$ cat config.mk
export PLATFORM = sky130hd
export DESIGN_NAME = sw_debounce
export DESIGN_NICKNAME = d
export VERILOG_FILES = /design/src/rtl/debounce_pkg.sv /design/src/rtl/debounce_bit.sv /design/src/rtl/sw_debounce.sv
export SDC_FILE = /design/constraint.sdc
export NUM_CORES = 1
export LEC_CHECK = 0
export CAP_MARGIN = 20
export CORE_UTILIZATION = 56
export DETAILED_ROUTE_END_ITERATION = 6
export GPL_TIMING_DRIVEN = 0
export PLACE_DENSITY = 0.78
export SYNTH_ARGS = -nofsm -noshare
export SYNTH_HDL_FRONTEND = slang
export SYNTH_HIERARCHICAL = 1
export SYNTH_SLANG_ARGS = --single-unit
$ cat constraint.sdc
create_clock -name CLOCK_50 -period 2.6 [get_ports CLOCK_50]
set_input_delay 0.52 -clock CLOCK_50 [delete_from_list [all_inputs] [get_ports CLOCK_50]]
set_output_delay 0.52 -clock CLOCK_50 [all_outputs]
set_load 0.005 [all_outputs]
$ cat src/rtl/debounce_pkg.sv
// debounce_pkg
// Shared constants and helpers for the slide-switch debouncer.
//   DB_TICK_CYCLES_50MHZ_1MS : clock cycles per 1 ms sample tick at 50 MHz
//   DB_STABLE_TICKS          : ticks a new level must persist before acceptance
//   db_cnt_width()           : width of a per-bit stability counter
package debounce_pkg;

  localparam int DB_TICK_CYCLES_50MHZ_1MS = 50000;
  localparam int DB_STABLE_TICKS          = 10;

  // The counter must be able to hold STABLE_TICKS-1; sizing for STABLE_TICKS
  // keeps the width at least 1 even when STABLE_TICKS is 1.
  function automatic int db_cnt_width(input int stable_ticks);
    return $clog2(stable_ticks + 1);
  endfunction

endpackage

$ cat src/rtl/debounce_bit.sv
// debounce_bit
// One switch channel: 2-flop synchronizer, stability counter, debounced level
// register and registered rise/fall pulses.
//   clock  : system clock, rising edge
//   reset  : synchronous, active-high
//   tick   : one-cycle sample strobe shared by all channels
//   raw    : asynchronous switch pin
//   db     : debounced level
//   rise   : one-cycle pulse in the first cycle db reads 1
//   fall   : one-cycle pulse in the first cycle db reads 0
//   accept : combinational, high in the cycle before db takes a new value
module debounce_bit
  import debounce_pkg::*;
#(
  parameter int STABLE_TICKS = DB_STABLE_TICKS
) (
  input  logic clock,
  input  logic reset,
  input  logic tick,
  input  logic raw,
  output logic db,
  output logic rise,
  output logic fall,
  output logic accept
);

  localparam int CW = db_cnt_width(STABLE_TICKS);
  localparam logic [CW-1:0] CNT_LAST = CW'(STABLE_TICKS - 1);

  logic          sync_a;
  logic          s;
  logic [CW-1:0] cnt;

  // The change is taken on the tick that finds the counter already at its
  // last value, so the new level has been seen on STABLE_TICKS ticks in a row.
  assign accept = tick && (s != db) && (cnt == CNT_LAST);

  // Synchronizer, stability counter, level and pulses share one register
  // block so the pulses land in exactly the cycle the new level appears.
  always_ff @(posedge clock) begin
    if (reset) begin
      sync_a <= 1'b0;
      s      <= 1'b0;
      cnt    <= '0;
      db     <= 1'b0;
      rise   <= 1'b0;
      fall   <= 1'b0;
    end else begin
      sync_a <= raw;
      s      <= sync_a;
      rise   <= 1'b0;
      fall   <= 1'b0;
      if (s == db) begin
        // A reversion cancels any pending change right away, tick or not.
        cnt <= '0;
      end else if (tick) begin
        if (cnt == CNT_LAST) begin
          db   <= s;
          cnt  <= '0;
          rise <= s;
          fall <= ~s;
        end else begin
          cnt <= cnt + CW'(1);
        end
      end
    end
  end

endmodule

$ cat src/rtl/sw_debounce.sv
// sw_debounce
// Debounces and edge-detects the slide switches ahead of the switch PIO.
//   CLOCK_50 : system clock, rising edge
//   reset    : synchronous, active-high
//   sw_raw   : asynchronous switch pins
//   sw_db    : debounced levels (to switch_external_connection_export)
//   sw_rise  : one-cycle pulse per bit on a debounced 0->1
//   sw_fall  : one-cycle pulse per bit on a debounced 1->0
//   changed  : one-cycle pulse, OR of all rise/fall bits
module sw_debounce
  import debounce_pkg::*;
#(
  parameter int WIDTH        = 16,
  parameter int TICK_CYCLES  = DB_TICK_CYCLES_50MHZ_1MS,
  parameter int STABLE_TICKS = DB_STABLE_TICKS
) (
  input  logic             CLOCK_50,
  input  logic             reset,
  input  logic [WIDTH-1:0] sw_raw,
  output logic [WIDTH-1:0] sw_db,
  output logic [WIDTH-1:0] sw_rise,
  output logic [WIDTH-1:0] sw_fall,
  output logic             changed
);

  localparam int PW = $clog2(TICK_CYCLES);
  localparam logic [PW-1:0] PRE_LAST = PW'(TICK_CYCLES - 1);

  logic [PW-1:0]    pre;
  logic             tick;
  logic [WIDTH-1:0] accept;

  assign tick = (pre == PRE_LAST);

  // Free-running prescaler; tick marks its terminal count.
  always_ff @(posedge CLOCK_50) begin
    if (reset) begin
      pre <= '0;
    end else if (tick) begin
      pre <= '0;
    end else begin
      pre <= pre + PW'(1);
    end
  end

  for (genvar i = 0; i < WIDTH; i++) begin : g_bit
    debounce_bit #(
      .STABLE_TICKS(STABLE_TICKS)
    ) u_bit (
      .clock (CLOCK_50),
      .reset (reset),
      .tick  (tick),
      .raw   (sw_raw[i]),
      .db    (sw_db[i]),
      .rise  (sw_rise[i]),
      .fall  (sw_fall[i]),
      .accept(accept[i])
    );
  end

  // Registered from the per-bit accept strobes so it lines up with the
  // registered rise/fall pulses.
  always_ff @(posedge CLOCK_50) begin
    if (reset) begin
      changed <= 1'b0;
    end else begin
      changed <= |accept;
    end
  end

endmodule
==> flow_metrics.env <==
export IMPL_hold_viol=0
export IMPL_vias=4870
export IMPL_ios=67
export IMPL_finalCritPeriodShare=0.930
export IMPL_yosys_area_share_simple=0.335
export IMPL_htreeDepth=4
export IMPL_globalplace_congestion=0.785
export IMPL_whs_ns=0.438
export IMPL_relSlewSlack=0.401
export IMPL_die_y_um=110
export IMPL_power_switching_uw=967
export IMPL_ys_seq_area_frac=0.498
export IMPL_clkTransAtPathRegs_ns=0.06
export IMPL_syn_area_per_cell_um2=9.78
export IMPL_endpoint_kind="flip-flop"
export IMPL_synth_top_family_by_area="simple AND/OR/NAND/NOR gates"
export IMPL_p_int_mw=4.09
export IMPL_synth_seq_cells=161
export IMPL_cts_tree="yes"
export IMPL_antenna_cells=0
export IMPL_comb_power_share=0.022
export IMPL_ctsHoldBuffers=0
export IMPL_row_count=38
export IMPL_grt_first_pass_wirelength_um=20600
export IMPL_power_leakage_nw=2.75
export IMPL_wl_per_cell_um=14.3
export IMPL_crit_arrival_ns=2.69
export IMPL_insertion_delay_ns=0.42
export IMPL_route_detailed_drc=0
export IMPL_cap_viol_max_count=0
export IMPL_drt_pass1_iterations=6
export IMPL_dr_first_iter_drc_count=257
export IMPL_synth_area_mux_share=0.0247
export IMPL_ys_types=36
export IMPL_synth_area_mm2=0.00647
export IMPL_required_ns=2.87
export IMPL_initial_utilization=0.587
export IMPL_grt_use_total=0.224
export IMPL_dp_hpwl_um=8030
export IMPL_clock_fmax_mhz=414
export IMPL_finalClockSkew_ns=0.00648
export IMPL_die_area_mm2=0.0120
export IMPL_p_seq_frac=0.496
export IMPL_fin_crit_ns=2.42
export IMPL_critPathMaxFanout=5
export IMPL_root_buffer="clkbuf_16"
export IMPL_ys_async_sr_fraction=0
export IMPL_port_buffer_count=66
export IMPL_clkPwrFrac=0.482
export IMPL_synthToLayoutAreaGrowth_pct=23.1
export IMPL_switching_share=0.191
export IMPL_worstSetupPathType="flip-flop to flip-flop"
export IMPL_cp_start_kind="flip-flop"
export IMPL_grt_pass1_vias=4692
export IMPL_fin_setup_tns_ns=0
export IMPL_synth_adder_area_share=0.00193
export IMPL_dp_slack_ns=-0.234
export IMPL_rsz0062_at_grt="false"
export IMPL_tightest_slew_ns=0.899
export IMPL_hp_class="flip-flop to flip-flop"
export IMPL_post_drt_via_cell_ratio=5.40
export IMPL_status="finished clean"
export IMPL_globalRouteOverflowTotal=0
export IMPL_synth_flop_cell="dfxtp_1"
export IMPL_powerDensity_mw_per_mm2=635
export IMPL_antenna_found_initial=0
export IMPL_worst_slack_ns=0.182
export IMPL_syn_inst=662
export IMPL_cts_sinks=161
export IMPL_ir_worst_vdd_v=0.000681
export IMPL_cts_path_max_buffers=2
export IMPL_core_region_area_mm2=0.0110
export IMPL_synth_xor_area_frac=0.0825
export IMPL_finalMaxSlewViolations=0
export IMPL_ys_warn_count=6
export IMPL_grt_max_degree=56
export IMPL_setup_viol=0
export IMPL_wl_um=12900
export IMPL_dieWidth_um=110
export IMPL_final_antenna_net_count=0
export IMPL_fin_nets=771
export IMPL_cts_buffers=17
export IMPL_synth_nets=681
export IMPL_fillCellCount=843
export IMPL_synth_edf_count=0
export IMPL_synth_compound_area_frac=0.0528
export IMPL_layout_drive_gt1_share=0.138
## worst paths after layout
| kind | from | endpoint | slack, ns | depth (start not counted) |
|---|---|---|---|---|
| hold reg to reg | g_bit[5].u_bit/sync_a | g_bit[5].u_bit/s | 0.44 | 1 |
| setup / recovery | pre[0] | changed | 0.18 | 9 |
| hold / removal | g_bit[5].u_bit/sync_a | g_bit[5].u_bit/s | 0.44 | 1 |
| setup reg to reg | pre[0] | changed | 0.18 | 9 |
## kinds of logic after synthesis
kind of cell | Yosys count
AO/OA/AOI/OAI | 67
flip-flops | 161
multiplexers | 16
buffers and inverters | 6
AND/OR/NAND/NOR | 350
XOR/XNOR | 61
adder cells (fa/ha/maj) | 1
## power by group through the flow
| stage | logic, mW | registers [mW] | clock network [mW] |
|---|---|---|---|
| 2_1_floorplan | 0.0580 | 2.56 | 0 |
| 3_3_place_gp | 0.107 | 2.56 | 0 |
| 3_5_place_dp | 0.110 | 2.56 | 0 |
| 4_1_cts | 0.111 | 2.51 | 2.49 |
| 5_1_grt | 0.121 | 2.51 | 2.59 |
| 6_report | 0.110 | 2.51 | 2.44 |
## synth_stat cells, types with 4 or more instances
master / count / area share
xor2_1: 18 / 0.024
o21ai_0: 32 / 0.025
nand2_1: 34 / 0.020
inv_1: 4 / 0.0023
xnor2_1: 43 / 0.058
nor2b_1: 48 / 0.046
or2b_2: 16 / 0.022
or3_4: 16 / 0.028
mux2i_1: 16 / 0.025
nor2_1: 64 / 0.037
nand2b_1: 32 / 0.031
nand3_1: 21 / 0.016
a21oi_1: 33 / 0.026
dfxtp_1: 161 / 0.50
nor4_1: 7 / 0.0068
nor3_1: 36 / 0.028
and4b_1: 16 / 0.025
or3b_1: 16 / 0.022
and2b_2: 16 / 0.022
or2_2: 16 / 0.015
## critical path, cell delays in order (launching register included)
cell	delay, ns
dfxtp_1	0.34
ha_1	0.25
and3_1	0.26
and4_4	0.21
buf_12	0.14
nand2_1	0.10
or3_4	0.16
nor2_1	0.06
nor4_1	0.57
a41oi_1	0.18
## per-stage QoR
stage	instances	area, um2	power [mW]	utilization
after floorplan	662	6470	2.62	-
after global placement	868	7310	2.67	0.663
after detailed placement	869	7330	2.67	0.664
after CTS	899	7910	5.11	0.717
after global routing	902	7970	5.23	0.723
final	902	7970	5.06	0.723
## cell type report
type                       count  area [um2]  area share
sequential                   161        3220       0.404
inverter                       4        15.0     0.00188
clock inverter                 7         110      0.0138
buffer                         2        16.3     0.00204
multi-input combinational    497        3250       0.408
tap                          140         175      0.0220
timing repair buffer          69         716      0.0898
clock buffer                  22         464      0.0582
## state kept, by name (all words and copies together), names as in the netlist
signal and flops:
g_bit.u_bit/sync_a 16, g_bit.u_bit/rise 16, g_bit.u_bit/db 16, g_bit.u_bit/cnt 64
changed 1, g_bit.u_bit/fall 16, g_bit.u_bit/s 16, pre 16
## metal layers
layer	global-route usage	vias up	share of wire
met5	0	-	0
met2	0.379	105	0.50
met1	0.259	2301	0.44
met4	0.0981	0	0.011
met3	0.0723	14	0.048
li1	-	2450	-
## timing repair
| action | CTS | global route |
|---|---|---|
| setup buffers | 0 | 2 |
| cloned | 1 | 1 |
| resized for setup | 0 | 2 |
| pin swaps | 1 | 1 |
| setup endpoints to repair | 1 | 1 |
## cell usage in the layout, fill, tap and decap left out, types with 17 or more instances in the layout
cell type	instances
a21oi_1	33
clkbuf_16	17
clkdlybuf4s50_1	65
dfxtp_1	161
nand2_1	34
nand2b_1	32
nand3_1	21
nor2_1	64
nor2b_1	48
nor3_1	36
o21ai_0	32
xnor2_1	43
xor2_1	18
(Power assumes the default switching activity.)
